**src/rtl/step_mon_pkg.sv**
```systemverilog
// Shared types and default widths for the step counter monitor.
// Pulled in by step_wrap_detector and step_count_monitor.
package step_mon_pkg;

  localparam int unsigned WIDTH_D   = 4;
  localparam int unsigned WRAP_W_D  = 8;
  localparam int unsigned TIMEOUT_D = 32;

  typedef enum logic [1:0] {
    IDLE  = 2'd0,
    ARMED = 2'd1,
    HIT   = 2'd2
  } state_t;

endpackage

```
**src/rtl/step_wrap_detector.sv**
```systemverilog
// Tracks the previous count sample and reports step size and wraps.
// Also keeps a saturating wrap total.
module step_wrap_detector
  import step_mon_pkg::*;
#(
  parameter int unsigned WIDTH  = WIDTH_D,
  parameter int unsigned WRAP_W = WRAP_W_D
) (
  input  logic              clk,
  input  logic              reset,
  input  logic [WIDTH-1:0]  i_count,
  input  logic              i_load,
  input  logic              i_count_en,
  output logic [WIDTH-1:0]  o_step,
  output logic              o_wrap_pulse,
  output logic [WRAP_W-1:0] o_wrap_total,
  output logic [WRAP_W-1:0] o_total_nxt,
  output logic              o_prev_valid
);

  logic [WIDTH-1:0]  r_prev;
  logic              r_prev_valid;
  logic              r_load_q;
  logic [WIDTH-1:0]  r_step;
  logic              r_wrap_pulse;
  logic [WRAP_W-1:0] r_total;

  logic              w_step_ok;
  logic              w_wrap;
  logic [WRAP_W-1:0] w_total_nxt;

  // A loaded value is never a step, whether the load is seen now or last cycle.
  assign w_step_ok = r_prev_valid & i_count_en & ~i_load & ~r_load_q;
  assign w_wrap    = w_step_ok & (i_count < r_prev);

  assign w_total_nxt = (w_wrap && (r_total != '1))
                     ? r_total + WRAP_W'(1)
                     : r_total;

  always_ff @(posedge clk or negedge reset) begin
    if (!reset) begin
      r_prev       <= '0;
      r_prev_valid <= 1'b0;
      r_load_q     <= 1'b0;
      r_step       <= '0;
      r_wrap_pulse <= 1'b0;
      r_total      <= '0;
    end else begin
      r_prev       <= i_count;
      r_prev_valid <= 1'b1;
      r_load_q     <= i_load;
      r_wrap_pulse <= w_wrap;
      r_total      <= w_total_nxt;
      if (w_step_ok) begin
        r_step <= i_count - r_prev;
      end
    end
  end

  assign o_step       = r_step;
  assign o_wrap_pulse = r_wrap_pulse;
  assign o_wrap_total = r_total;
  assign o_total_nxt  = w_total_nxt;
  assign o_prev_valid = r_prev_valid;

endmodule

```
**src/rtl/step_count_monitor.sv**
```systemverilog
// Step counter observer: wrap/step reporting plus armed target match.
// Optional ARMED timeout enabled by defining STEP_MON_TIMEOUT_EN.
module step_count_monitor
  import step_mon_pkg::*;
#(
  parameter int unsigned WIDTH   = WIDTH_D,
  parameter int unsigned WRAP_W  = WRAP_W_D,
  parameter int unsigned TIMEOUT = TIMEOUT_D
) (
  input  logic              clk,
  input  logic              reset,
  input  logic [WIDTH-1:0]  count_in,
  input  logic              load_in,
  input  logic              count_en_in,
  input  logic [WIDTH-1:0]  target,
  input  logic              arm,
  input  logic              ack,
  output logic [WIDTH-1:0]  step_out,
  output logic              wrap_pulse,
  output logic [WRAP_W-1:0] wrap_total,
  output logic              req,
  output logic [WRAP_W-1:0] hit_wraps,
  output logic              busy,
  output logic              timeout_pulse
);

  state_t            r_state;
  logic [WIDTH-1:0]  r_target_q;
  logic              r_req;
  logic [WRAP_W-1:0] r_hit_wraps;

  logic [WRAP_W-1:0] w_total_nxt;
  logic              w_prev_valid;
  logic              w_match;

  step_wrap_detector #(
    .WIDTH  (WIDTH),
    .WRAP_W (WRAP_W)
  ) u_det (
    .clk          (clk),
    .reset        (reset),
    .i_count      (count_in),
    .i_load       (load_in),
    .i_count_en   (count_en_in),
    .o_step       (step_out),
    .o_wrap_pulse (wrap_pulse),
    .o_wrap_total (wrap_total),
    .o_total_nxt  (w_total_nxt),
    .o_prev_valid (w_prev_valid)
  );

  assign w_match = w_prev_valid & (count_in == r_target_q);

`ifdef STEP_MON_TIMEOUT_EN
  localparam int unsigned TW = $clog2(TIMEOUT + 1);
  logic [TW-1:0] r_tcnt;
  logic          r_tpulse;
`else
  logic w_unused_timeout;
  assign w_unused_timeout = ^TIMEOUT;
`endif

  always_ff @(posedge clk or negedge reset) begin
    if (!reset) begin
      r_state     <= IDLE;
      r_target_q  <= '0;
      r_req       <= 1'b0;
      r_hit_wraps <= '0;
`ifdef STEP_MON_TIMEOUT_EN
      r_tcnt      <= '0;
      r_tpulse    <= 1'b0;
`endif
    end else begin
`ifdef STEP_MON_TIMEOUT_EN
      r_tpulse <= 1'b0;
`endif
      unique case (r_state)
        IDLE: begin
          if (arm) begin
            r_state    <= ARMED;
            r_target_q <= target;
`ifdef STEP_MON_TIMEOUT_EN
            r_tcnt     <= '0;
`endif
          end
        end
        ARMED: begin
          // Re-arm wins over a match seen in the same cycle.
          if (arm) begin
            r_target_q <= target;
`ifdef STEP_MON_TIMEOUT_EN
            r_tcnt     <= '0;
`endif
          end else if (w_match) begin
            r_state     <= HIT;
            r_req       <= 1'b1;
            r_hit_wraps <= w_total_nxt;
`ifdef STEP_MON_TIMEOUT_EN
          end else if (r_tcnt == TW'(TIMEOUT - 1)) begin
            r_state  <= IDLE;
            r_tpulse <= 1'b1;
          end else begin
            r_tcnt <= r_tcnt + TW'(1);
`endif
          end
        end
        HIT: begin
          if (ack) begin
            r_req   <= 1'b0;
            r_state <= IDLE;
          end
        end
        default: r_state <= IDLE;
      endcase
    end
  end

  assign req       = r_req;
  assign hit_wraps = r_hit_wraps;
  assign busy      = (r_state != IDLE);

`ifdef STEP_MON_TIMEOUT_EN
  assign timeout_pulse = r_tpulse;
`else
  assign timeout_pulse = 1'b0;
`endif

endmodule

```
**config.mk**
```make
export PLATFORM = sky130hd
export DESIGN_NAME = step_count_monitor
export DESIGN_NICKNAME = d
export VERILOG_FILES = /design/src/rtl/step_mon_pkg.sv /design/src/rtl/step_wrap_detector.sv /design/src/rtl/step_count_monitor.sv
export SDC_FILE = /design/constraint.sdc
export NUM_CORES = 1
export LEC_CHECK = 0
export ABC_AREA = 0
export CAP_MARGIN = 20
export CORE_MARGIN = 10
export CORE_UTILIZATION = 48
export DETAILED_ROUTE_END_ITERATION = 6
export GPL_ROUTABILITY_DRIVEN = 0
export HOLD_SLACK_MARGIN = 0.05
export PLACE_DENSITY = 0.78
export SLEW_MARGIN = 20
export SYNTH_ARGS = -nofsm -noshare
export SYNTH_HDL_FRONTEND = slang
export SYNTH_HIERARCHICAL = 1
export SYNTH_SLANG_ARGS = --single-unit
```
**constraint.sdc**
```tcl
create_clock -name clk -period 3.5 [get_ports clk]
set_input_delay 0.7 -clock clk [delete_from_list [all_inputs] [get_ports clk]]
set_output_delay 0.7 -clock clk [all_outputs]
set_load 0.03 [all_outputs]
```
==> results of run 1 <==
==> cell type report <==
type                            count  area [sq um]
Fill cell                         256          1060
Sequential cell                    34           851
Multi-Input combinational cell     79           688
Timing Repair Buffer               39           383
Tap cell                           44          55.1
Clock buffer                        7          45.0
Inverter                            5          18.8
==> logic make-up (layout without fill, tap and decap cells) <==
group	Yosys count	in the layout	synth area share (%)
DFF	34	34	54.1
buffers and inverters	7	51	2.15
muxes	15	15	12.9
adders and majority gates	6	6	5.25
xor gates and xnor gates	7	7	3.90
and+or+nand+nor	28	28	11.3
AOI/OAI and AO/OA	21	21	9.94
other	2	2	0.478
==> per-stage QoR <==
step	cells	setup WS, ns
3_3_place_gp	201	0.169
6_report	208	0.404
3_5_place_dp	201	0.0529
4_1_cts	208	0.418
5_1_grt	208	0.308
2_1_floorplan	120	0.666
==> worst max-delay path: stages <==
cell and delay [ns]:
clkdlybuf4s50_1 0.46, inv_1 0.08, ha_1 0.17, inv_1 0.06
fa_1 0.41, a21o_1 0.23, a211oi_4 0.38, o21a_4 0.22
mux2_1 0.35, mux2_4 0.27
==> per-layer routing <==
layer	up-vias	global-route usage [%]	part of all wire [%]
li1	506	-	-
met1	504	11.4	41
met2	26	19.0	50
met3	10	3.85	5.3
met4	0	8.94	3.7
met5	-	0	0
==> flip-flops by register name, indices dropped and copies added, names as in the netlist <==
signal and flops:
hit_wraps 8, r_state 2, r_target_q 4, req 1, u_det/o_prev_valid 1, u_det/o_step 4
u_det/o_wrap_pulse 1, u_det/o_wrap_total 8, u_det/r_load_q 1, u_det/r_prev 4
==> power by group through the flow <==
stage          Combinational, mW  Clock, mW  Sequential [mW]
3_5_place_dp               0.335          0            0.500
6_report                   0.331      0.195            0.493
2_1_floorplan              0.104          0            0.581
3_3_place_gp               0.326          0            0.498
5_1_grt                    0.352      0.221            0.502
4_1_cts                    0.336      0.204            0.493
==> synthesized netlist by cell type, types with 2 or more instances <==
cell,instances,area share (%)
dfrtp_1,34,54
mux2_4,9,8.6
nand2_1,7,1.7
a21oi_1,5,1.6
ha_1,5,4.0
inv_1,5,1.2
nor2_1,5,1.2
xor2_1,5,2.8
mux2_2,4,2.9
a31oi_1,3,1.2
nor2b_1,3,1.2
a41oi_1,2,1.1
buf_4,2,0.95
conb_1,2,0.48
mux2_1,2,1.4
nand2b_1,2,0.80
nand3_1,2,0.64
o21a_1,2,0.95
o21ai_1,2,0.64
xnor2_1,2,1.1
==> how the worst max path moves through the flow <==
stage | start | endpoint | cells past startpoint | slack [ns]
6_report | count_in[0] | hit_wraps[1] | 10 | 0.40
5_1_grt | count_in[0] | hit_wraps[1] | 10 | 0.31
4_1_cts | count_in[0] | hit_wraps[1] | 10 | 0.42
3_5_place_dp | count_in[0] | hit_wraps[1] | 10 | 0.05
3_3_place_gp | count_in[0] | hit_wraps[1] | 10 | 0.17
2_1_floorplan | count_in[0] | hit_wraps[1] | 9 | 0.67
==> summary.md, run 1 <==
| Metric | Value |
|---|---|
| WL final | 3.23 mm |
| Hold buffer count at CTS | 0 |
| Min Clock Period, post-route | around 3.1 ns |
| Post-CTS Setup Inserts | 0 |
| Post-Synthesis Cell Area | 1570 sq um |
| Initial antenna violation count | 0 |
| Worst Hold Launch | u_det/o_step[3] |
| Worst hold path depth | 2 |
| Routed WL per cell | approximately 16 um |
| CTS root buf | clkbuf_4 |
| Core box area | 3100 sq um |
| Worst EP arrival | roughly 3.3 ns |
| Hold EP | u_det/o_step[3] |
| Setup TNS | 0 ns |
| # H-tree levels | 2 |
| Post-route ant nets | 0 |
| Pint | 670 uW |
| Status | finished clean |
| FF-to-FF End | hit_wraps[1] |
| Detailed Route Iter0 Violations | 46 |
| Clock Sinks | 34 |
| Fin. max-slew vios | 0 |
| Comb pwr share | between 30% and 40% |
| VDD IR max | 288 uV |
| Worst Setup Start Kind | primary input |
| Clock power share | 19.1% |
| Port Buffers | 36 |
| Top FF cell, synth | dfrtp_1 |
| HPWL Detailed | 2.55 mm |
| Total power | ~1.0 mW |
| Final hold violations | 0 |
| Post-Syn Nets | 140 |
| Area delta synth->final | 29.8% |
| I/O pins | 38 |
| Tcrit/Tclk final | 88.4% |
| Reg2reg setup slack | 0.98 ns |
| Die area | 5970 sq um |
| Most common cell after layout, fill and taps aside | clkdlybuf4s50_1 |
| Largest net degree at the start of global routing | 35 |
| Worst Reg2Reg Path Length in Cells | 8 |
| # diodes | 0 |
| CTS Buffer Depth | 2 |
| Sw Pwr | 349 uW |
| Initial Utilization | 50.7% |
| Grt total ovfl | 0 |
| Fmax | 323 MHz |
| Post-synthesis sequential area ratio | 54.1% |
| Utilization after layout | 65.8% |
| Maxcap violations | 0 |
| Num rows | 20 |
| Die span in x | a little under 80 um |
| Via-to-Cell Ratio | 5.03 |
| Via count | 1,046 |
| Post-route DRC | 0 |
| Placement Cell Area | about 2000 sq um |
| EDFF count, synth | 0 |
| Vias in the first global route | 1,136 |
| Cell count after synthesis | 120 |
| Setup Crit Path Kind | in -> reg |
| Switching Share | 34.3% |
| Crit path max fanout | 6 |
| Clock transition at path regs | ~0.090 ns |
| CP endpoint kind | flop |
| Yosys warning count | 6 |
| # setup viols final | 0 |
| Post-route cell area | 2040 sq um |
| First-pass GRT wire length | 5.40 mm |
| Nets | between 150 and 200 |
| Reg power frac | 48.4% |
| GRT Total Usage | 11.4% |
| Synth cell types | 37 |
| Layout cells sized above 1 | 17.1% |
| Worst hold slack | 0.493 ns |
| Worst hold path type | reg -> reg |
| Async SR Flop Fraction | 100% |
| CTS Buf Count | 5 |
| Leakage power total | 0.917 nW |
| Drt pass-1 iters | 4 |
| RSZ-0062 raised after global routing | no |
| Die height | 77.2 um |
| Most frequent cells in the layout | 36 x clkdlybuf4s50_1, 34 x dfrtp_1, 9 x mux2_4, 7 x nand2_1 |
| Worst r2r src | u_det/r_prev[0] |
| Syn Area/Cell | 13.1 sq um |
| Clock skew | 0.0105 ns |
| FF+latch count, synth | 34 |
| CTS tree | yes |
| Post-CTS Resized | 0 |
| CP required | ~3.7 ns |
| Clock Latency Late Sink | 0.34 ns |
| PwrDens | 499 nW/um^2 |
No activity file was read; power rests on OpenSTA's default activity.
==> run 2, diff against run 1 <==
--- a/config.mk
+++ b/config.mk
@@ -13,6 +13,7 @@
 export GPL_ROUTABILITY_DRIVEN = 0
 export HOLD_SLACK_MARGIN = 0.05
 export PLACE_DENSITY = 0.78
+export SETUP_SLACK_MARGIN = 0.5
 export SLEW_MARGIN = 20
 export SYNTH_ARGS = -nofsm -noshare
 export SYNTH_HDL_FRONTEND = slang
==> run 2 against run 1 <==
Against the previous run: combinational power about the same; core utilization up 0.65 points; sequential power about the same; largest power group unchanged; total power up 0.12%; global-route usage up 0.14 points; setup slack better by 0.27 ns; via count down 0.29%; final area up 0.98%; critical path depth down 2; worst hold slack about the same; die area unchanged; first-iteration DRC count down 37%.
==> summary.md, run 2 (synthesis results as in run 1) <==
| Metric | Value |
|---|---|
| # H-tree levels | 2 (unchanged) |
| Routed WL per cell | 15.6 um (+0.80%) |
| FILL cells | 256 (unchanged) |
| Via-to-Cell Ratio | 4.97 (-1.2%) |
| Worst hold path type | reg -> reg |
| Setup WS pre-CTS | 0.0529 ns (unchanged) |
| CP required | 3.72 ns (about the same) |
| Die area | 5970 sq um (unchanged) |
| Most common cell after layout, fill and taps aside | clkdlybuf4s50_1 |
| Crit path max fanout | 4 (-2) |
| # diodes | 0 (unchanged) |
| Detailed Route Iter0 Violations | 29 (-37%) |
| Worst hold path depth | 2 (unchanged) |
| Port Buffers | 36 (unchanged) |
| Grt total ovfl | 0 (unchanged) |
| Die span in x | 77.2 um (unchanged) |
| Fin. max-slew vios | 0 (unchanged) |
| Maxcap violations | 0 (unchanged) |
| Num rows | 20 (unchanged) |
| CTS Buf Count | 5 (unchanged) |
| Largest net degree at the start of global routing | 35 (unchanged) |
| Nets | 186 (+1.1%) |
| Layout cells sized above 1 | 18.7% (+1.6 points) |
| Setup ws final | 0.671 ns (+0.266 ns) |
| PwrDens | 495 nW/um^2 (-0.85%) |
| CTS Buffer Depth | 2 (unchanged) |
| Clock Latency Late Sink | 0.34 ns (about the same) |
| Setup TNS | 0 ns (unchanged) |
| Hold EP | u_det/o_step[3] |
| Via count | 1,043 (-0.29%) |
| WL final | 3.28 mm (+1.8%) |
| Clock Sinks | 34 (unchanged) |
| CP endpoint kind | flop |
| Post-route DRC | 0 (unchanged) |
| VDD IR max | 289 uV (+0.12%) |
| Vias in the first global route | 1,145 (+0.79%) |
| RSZ-0062 raised after global routing | no |
| Die height | 77.2 um (unchanged) |
| Min Clock Period, post-route | 2.83 ns (-0.266 ns) |
| Tcrit/Tclk final | 80.8% (-7.6 points) |
| CTS tree | yes |
| Most frequent cells in the layout | 35 x clkdlybuf4s50_1, 34 x dfrtp_1, 9 x mux2_4, 7 x nand2_1 |
| FF-to-FF End | hit_wraps[7] |
| Final hold violations | 0 (unchanged) |
| Status | finished clean |
| GRT Total Usage | 11.5% (+0.14 points) |
| Clock skew | 0.0104 ns (-0.000100 ns) |
| # setup viols final | 0 (unchanged) |
| First-pass GRT wire length | 5.45 mm (+1.0%) |
| Reg2reg setup slack | 1.11 ns (+0.13 ns) |
| Area delta synth->final | 31.0% |
| Post-route ant nets | 0 (unchanged) |
| I/O pins | 38 (unchanged) |
| CTS root buf | clkbuf_4 |
| Fmax | 353 MHz (+9.4%) |
| HPWL Detailed | 2.55 mm (unchanged) |
| Worst Setup Start Kind | primary input |
| Worst Hold Launch | u_det/o_step[3] |
| Worst EP arrival | 3.05 ns (-0.27 ns) |
| Worst r2r src | u_det/r_prev[0] |
| Setup Crit Path Kind | in -> reg |
| Initial antenna violation count | 0 (unchanged) |
| Drt pass-1 iters | 4 (unchanged) |
| Initial Utilization | 50.7% (unchanged) |
| Worst Reg2Reg Path Length in Cells | 9 (+1) |
| Leakage power total | 0.936 nW (+2.1%) |
| Core box area | 3100 sq um (unchanged) |
| Clock transition at path regs | 0.09 ns (about the same) |
-- run 2: critical path, cell delays in order --
cell             delay, ns
clkdlybuf4s50_1       0.53
fa_2                  0.45
a21o_1                0.22
a211oi_4              0.29
buf_4                 0.16
nand4_2               0.11
mux2_4                0.32
mux2_4                0.26
-- run 2: layer usage --
layer	routed length [um]	GRT usage [%]	vias to the layer above
li1	-	-	510
met1	1340	11.5	495
met2	1650	19.4	28
met3	177	3.85	10
met4	119	8.94	0
met5	0	0	-
-- run 2: report_power, final --
group | leakage (nW) | internal (mW) | switching, mW
sequential | 0.434 | 0.446 | 0.0468
clock | 0.0254 | 0.0757 | 0.120
combinational | 0.476 | 0.149 | 0.183
-- run 2: worst max path at each step --
| stage | startpoint | endpoint |
|---|---|---|
| floorplan | count_in[0] | hit_wraps[1] |
| global placement | count_in[0] | hit_wraps[1] |
| detailed placement | count_in[0] | hit_wraps[1] |
| CTS | count_in[0] | hit_wraps[7] |
| global route | count_in[1] | hit_wraps[7] |
| finish | count_in[1] | hit_wraps[7] |
-- run 2: per-stage QoR --
step	hold WS [ns]	power [mW]	std cells	util, %	instance area, sq um
after floorplan	0.404	0.685	120	-	1570
after global placement	0.467	0.824	201	64.3	2000
after detailed placement	0.477	0.835	201	64.3	2000
after CTS	0.497	1.03	210	66.3	2060
after global routing	0.523	1.08	210	66.4	2060
final	0.493	1.02	210	66.4	2060
-- run 2: what timing repair did --
action,4_1_cts,5_1_grt
pin swaps,1,1
gates resized for setup,0,2
buffers inserted,2,0
setup endpoints to repair,1,4
hold buffers,0,0
-- run 2: final cells by class --
class                           count  area (sq um)  share of cell area [%]
Clock buffer                        7          45.0                    2.19
Inverter                            5          18.8                   0.911
Timing Repair Buffer               41           400                    19.4
Multi-Input combinational cell     79           691                    33.5
Sequential cell                    34           851                    41.3
Tap cell                           44          55.1                    2.67
==> run 3, diff against run 2 <==
==> constraint.sdc (replaced) <==
create_clock -name clk -period 2.7 [get_ports clk]
set_input_delay 0.54 -clock clk [delete_from_list [all_inputs] [get_ports clk]]
set_output_delay 0.54 -clock clk [all_outputs]
set_load 0.03 [all_outputs]
==> run 3 against run 2 <==
Against the previous run: first-iteration DRC count up 69%; largest cell class unchanged; setup slack worse by 0.25 ns; wire length up 9.2%.
==> summary.md, run 3 (synthesis results as in run 1) <==
| Metric | Value |
|---|---|
| Switching Share | 33.9% (-0.38 points) |
| Num rows | 20 (unchanged) |
| Hold EP | u_det/r_prev[0] |
| # setup viols final | 0 (unchanged) |
| Via-to-Cell Ratio | 5.00 (+0.67%) |
| PwrDens | 617 nW/um^2 (+25%) |
| Final hold violations | 0 (unchanged) |
| CTS Buffer Depth | 2 (unchanged) |
| Setup ws final | 0.424 ns (-0.246 ns) |
| Crit-path most repeated cell | mux2_4 |
| Leakage power total | 0.985 nW (+5.2%) |
| Clock skew | 0.00477 ns (-0.00567 ns) |
| Tcrit/Tclk final | 84.3% |
| Clock Latency Late Sink | 0.31 ns (-0.03 ns) |
| Drt pass-1 iters | 4 (unchanged) |
| Worst hold path depth | 2 (unchanged) |
| Most common cell after layout, fill and taps aside | dfrtp_1 |
| CP peak stage delay | 0.44 ns (-0.09 ns) |
| Maxcap violations | 0 (unchanged) |
| Routed WL per cell | 16.3 um (+4.2%) |
| Setup Crit Path Kind | in -> reg |
| Grt total ovfl | 0 (unchanged) |
| Setup WS pre-CTS | -0.428 ns (-0.481 ns) |
| CP required | 2.91 ns (-0.81 ns) |
| Fin. max-slew vios | 0 (unchanged) |
| I/O pins | 38 (unchanged) |
| CP cell instances | clkdlybuf4s50_1 -> ha_1 -> a211oi_4 -> o21a_4 -> mux2_4 -> mux2_4 |
| Post-route DRC | 0 (unchanged) |
| Die span in x | 77.2 um (unchanged) |
| VDD IR max | 478 uV (+66%) |
| Slowest cell on the critical path | clkdlybuf4s50_1 |
| FF-to-FF End | hit_wraps[1] |
| Crit path max fanout | 4 (unchanged) |
| Clock Sinks | 34 (unchanged) |
| Nets | 196 (+5.4%) |
| CTS root buf | clkbuf_4 |
| HPWL Detailed | 2.71 mm (+6.5%) |
| Largest net degree at the start of global routing | 35 (unchanged) |
| Worst hold slack | 0.481 ns (-0.0121 ns) |
| # diodes | 0 (unchanged) |
| Worst hold path type | in -> reg |
| Via count | 1,100 (+5.5%) |
| # H-tree levels | 2 (unchanged) |
| CTS tree | yes |
| Layout cells sized above 1 | 29.0% (+10 points) |
| First-pass GRT wire length | 5.56 mm (+2.0%) |
| Reg power frac | 47.3% (-1.0 points) |
| WL final | 3.58 mm (+9.2%) |
| Sw Pwr | 460 uW (+32%) |
| Worst Hold Launch | count_in[0] |
| Worst EP arrival | 2.48 ns (-0.57 ns) |
| Post-route ant nets | 0 (unchanged) |
| Detailed Route Iter0 Violations | 49 (+69%) |
| Min Clock Period, post-route | ~2.3 ns |
| Cell count after placement | 209 (+4.0%) |
| Vias in the first global route | 1,192 (+4.1%) |
| Initial Utilization | 50.7% (unchanged) |
| Area delta synth->final | 39.9% |
| Comb pwr share | 34.9% (+2.4 points) |
| Port Buffers | 36 (unchanged) |
| Most frequent cells in the layout | 34 x dfrtp_1, 32 x clkdlybuf4s50_1, 14 x buf_4, 10 x mux2_4, 7 x nand2_1 |
| Status | finished clean |
| Die area | 5970 sq um (unchanged) |
| Clock transition at path regs | 0.09 ns (about the same) |
| Fin cells | 220 (+4.8%) |
| Worst r2r src | u_det/r_prev[0] |
| Initial antenna violation count | 0 (unchanged) |
| Fmax | roughly 440 MHz |
| Core box area | 3100 sq um (unchanged) |
| Hold buffer count at CTS | 0 (unchanged) |
| Pint | 898 uW (+34%) |
| Worst Reg2Reg Path Length in Cells | 8 (-1) |
| Die height | 77.2 um (unchanged) |
| Clock power share | 17.8% (-1.4 points) |
| Reg2reg setup slack | 0.43 ns (-0.68 ns) |
| RSZ-0062 raised after global routing | yes |
| GRT Total Usage | 11.7% (+0.11 points) |
| Worst Setup Start Kind | primary input |
| CP endpoint kind | flop |
| CTS Buf Count | 5 (unchanged) |
run 3: layout make-up:
class / count / area (sq um)
clock buffer: 7 / 45.0
fill: 241 / 903
inverter: 5 / 31.3
multi-input combinational: 79 / 743
sequential: 34 / 851
tap: 44 / 55.1
timing repair buffer: 51 / 474
run 3: worst max-delay path by stage:
stage	start	end	slack, ns
CTS	u_det/r_prev[0]	hit_wraps[1]	0.36
global route	u_det/r_prev[0]	hit_wraps[1]	0.34
floorplan	count_in[0]	hit_wraps[1]	0.17
finish	count_in[3]	hit_wraps[1]	0.42
global placement	count_in[0]	hit_wraps[1]	-0.37
detailed placement	count_in[0]	hit_wraps[1]	-0.43
run 3: stage by stage:
step | TNS (ns) | instance area [sq um] | total power, mW | util, %
CTS | 0 | 2170 | 1.37 | 69.9
global route | 0 | 2200 | 1.43 | 70.9
global placement | -3.28 | 2090 | 1.09 | 67.3
finish | 0 | 2200 | 1.36 | 70.9
detailed placement | -4.09 | 2090 | 1.11 | 67.3
floorplan | 0 | 1600 | 0.899 | -
run 3: metal layers:
| layer | up-vias | track usage, % | wire length [um] |
|---|---|---|---|
| met2 | 29 | 21.2 | 1930 |
| li1 | 530 | - | - |
| met1 | 534 | 11.0 | 1400 |
| met4 | 0 | 6.75 | 75 |
| met3 | 7 | 4.20 | 180 |
| met5 | - | 0 | 0 |
run 3: what timing repair did:
| action | CTS | global route |
|---|---|---|
| endpoints found under the setup margin | 17 | 9 |
| pin swaps | 5 | 3 |
| buffers inserted | 1 | 3 |
| gates cloned | 0 | 0 |
| resized for setup | 15 | 1 |
run 3: critical path, delay by kind of cell:
kind,cells,cell delay [ns]
AOI/OAI and AO/OA,2,0.56
muxes,2,0.55
buffers and inverters,1,0.44
adders and majority gates,1,0.38
run 3: power by group through the flow:
stage,Combinational (mW),Clock (mW),Sequential (mW)
floorplan,0.145,0,0.753
global placement,0.444,0,0.646
detailed placement,0.455,0,0.650
CTS,0.473,0.253,0.643
global route,0.503,0.275,0.653
finish,0.474,0.242,0.643
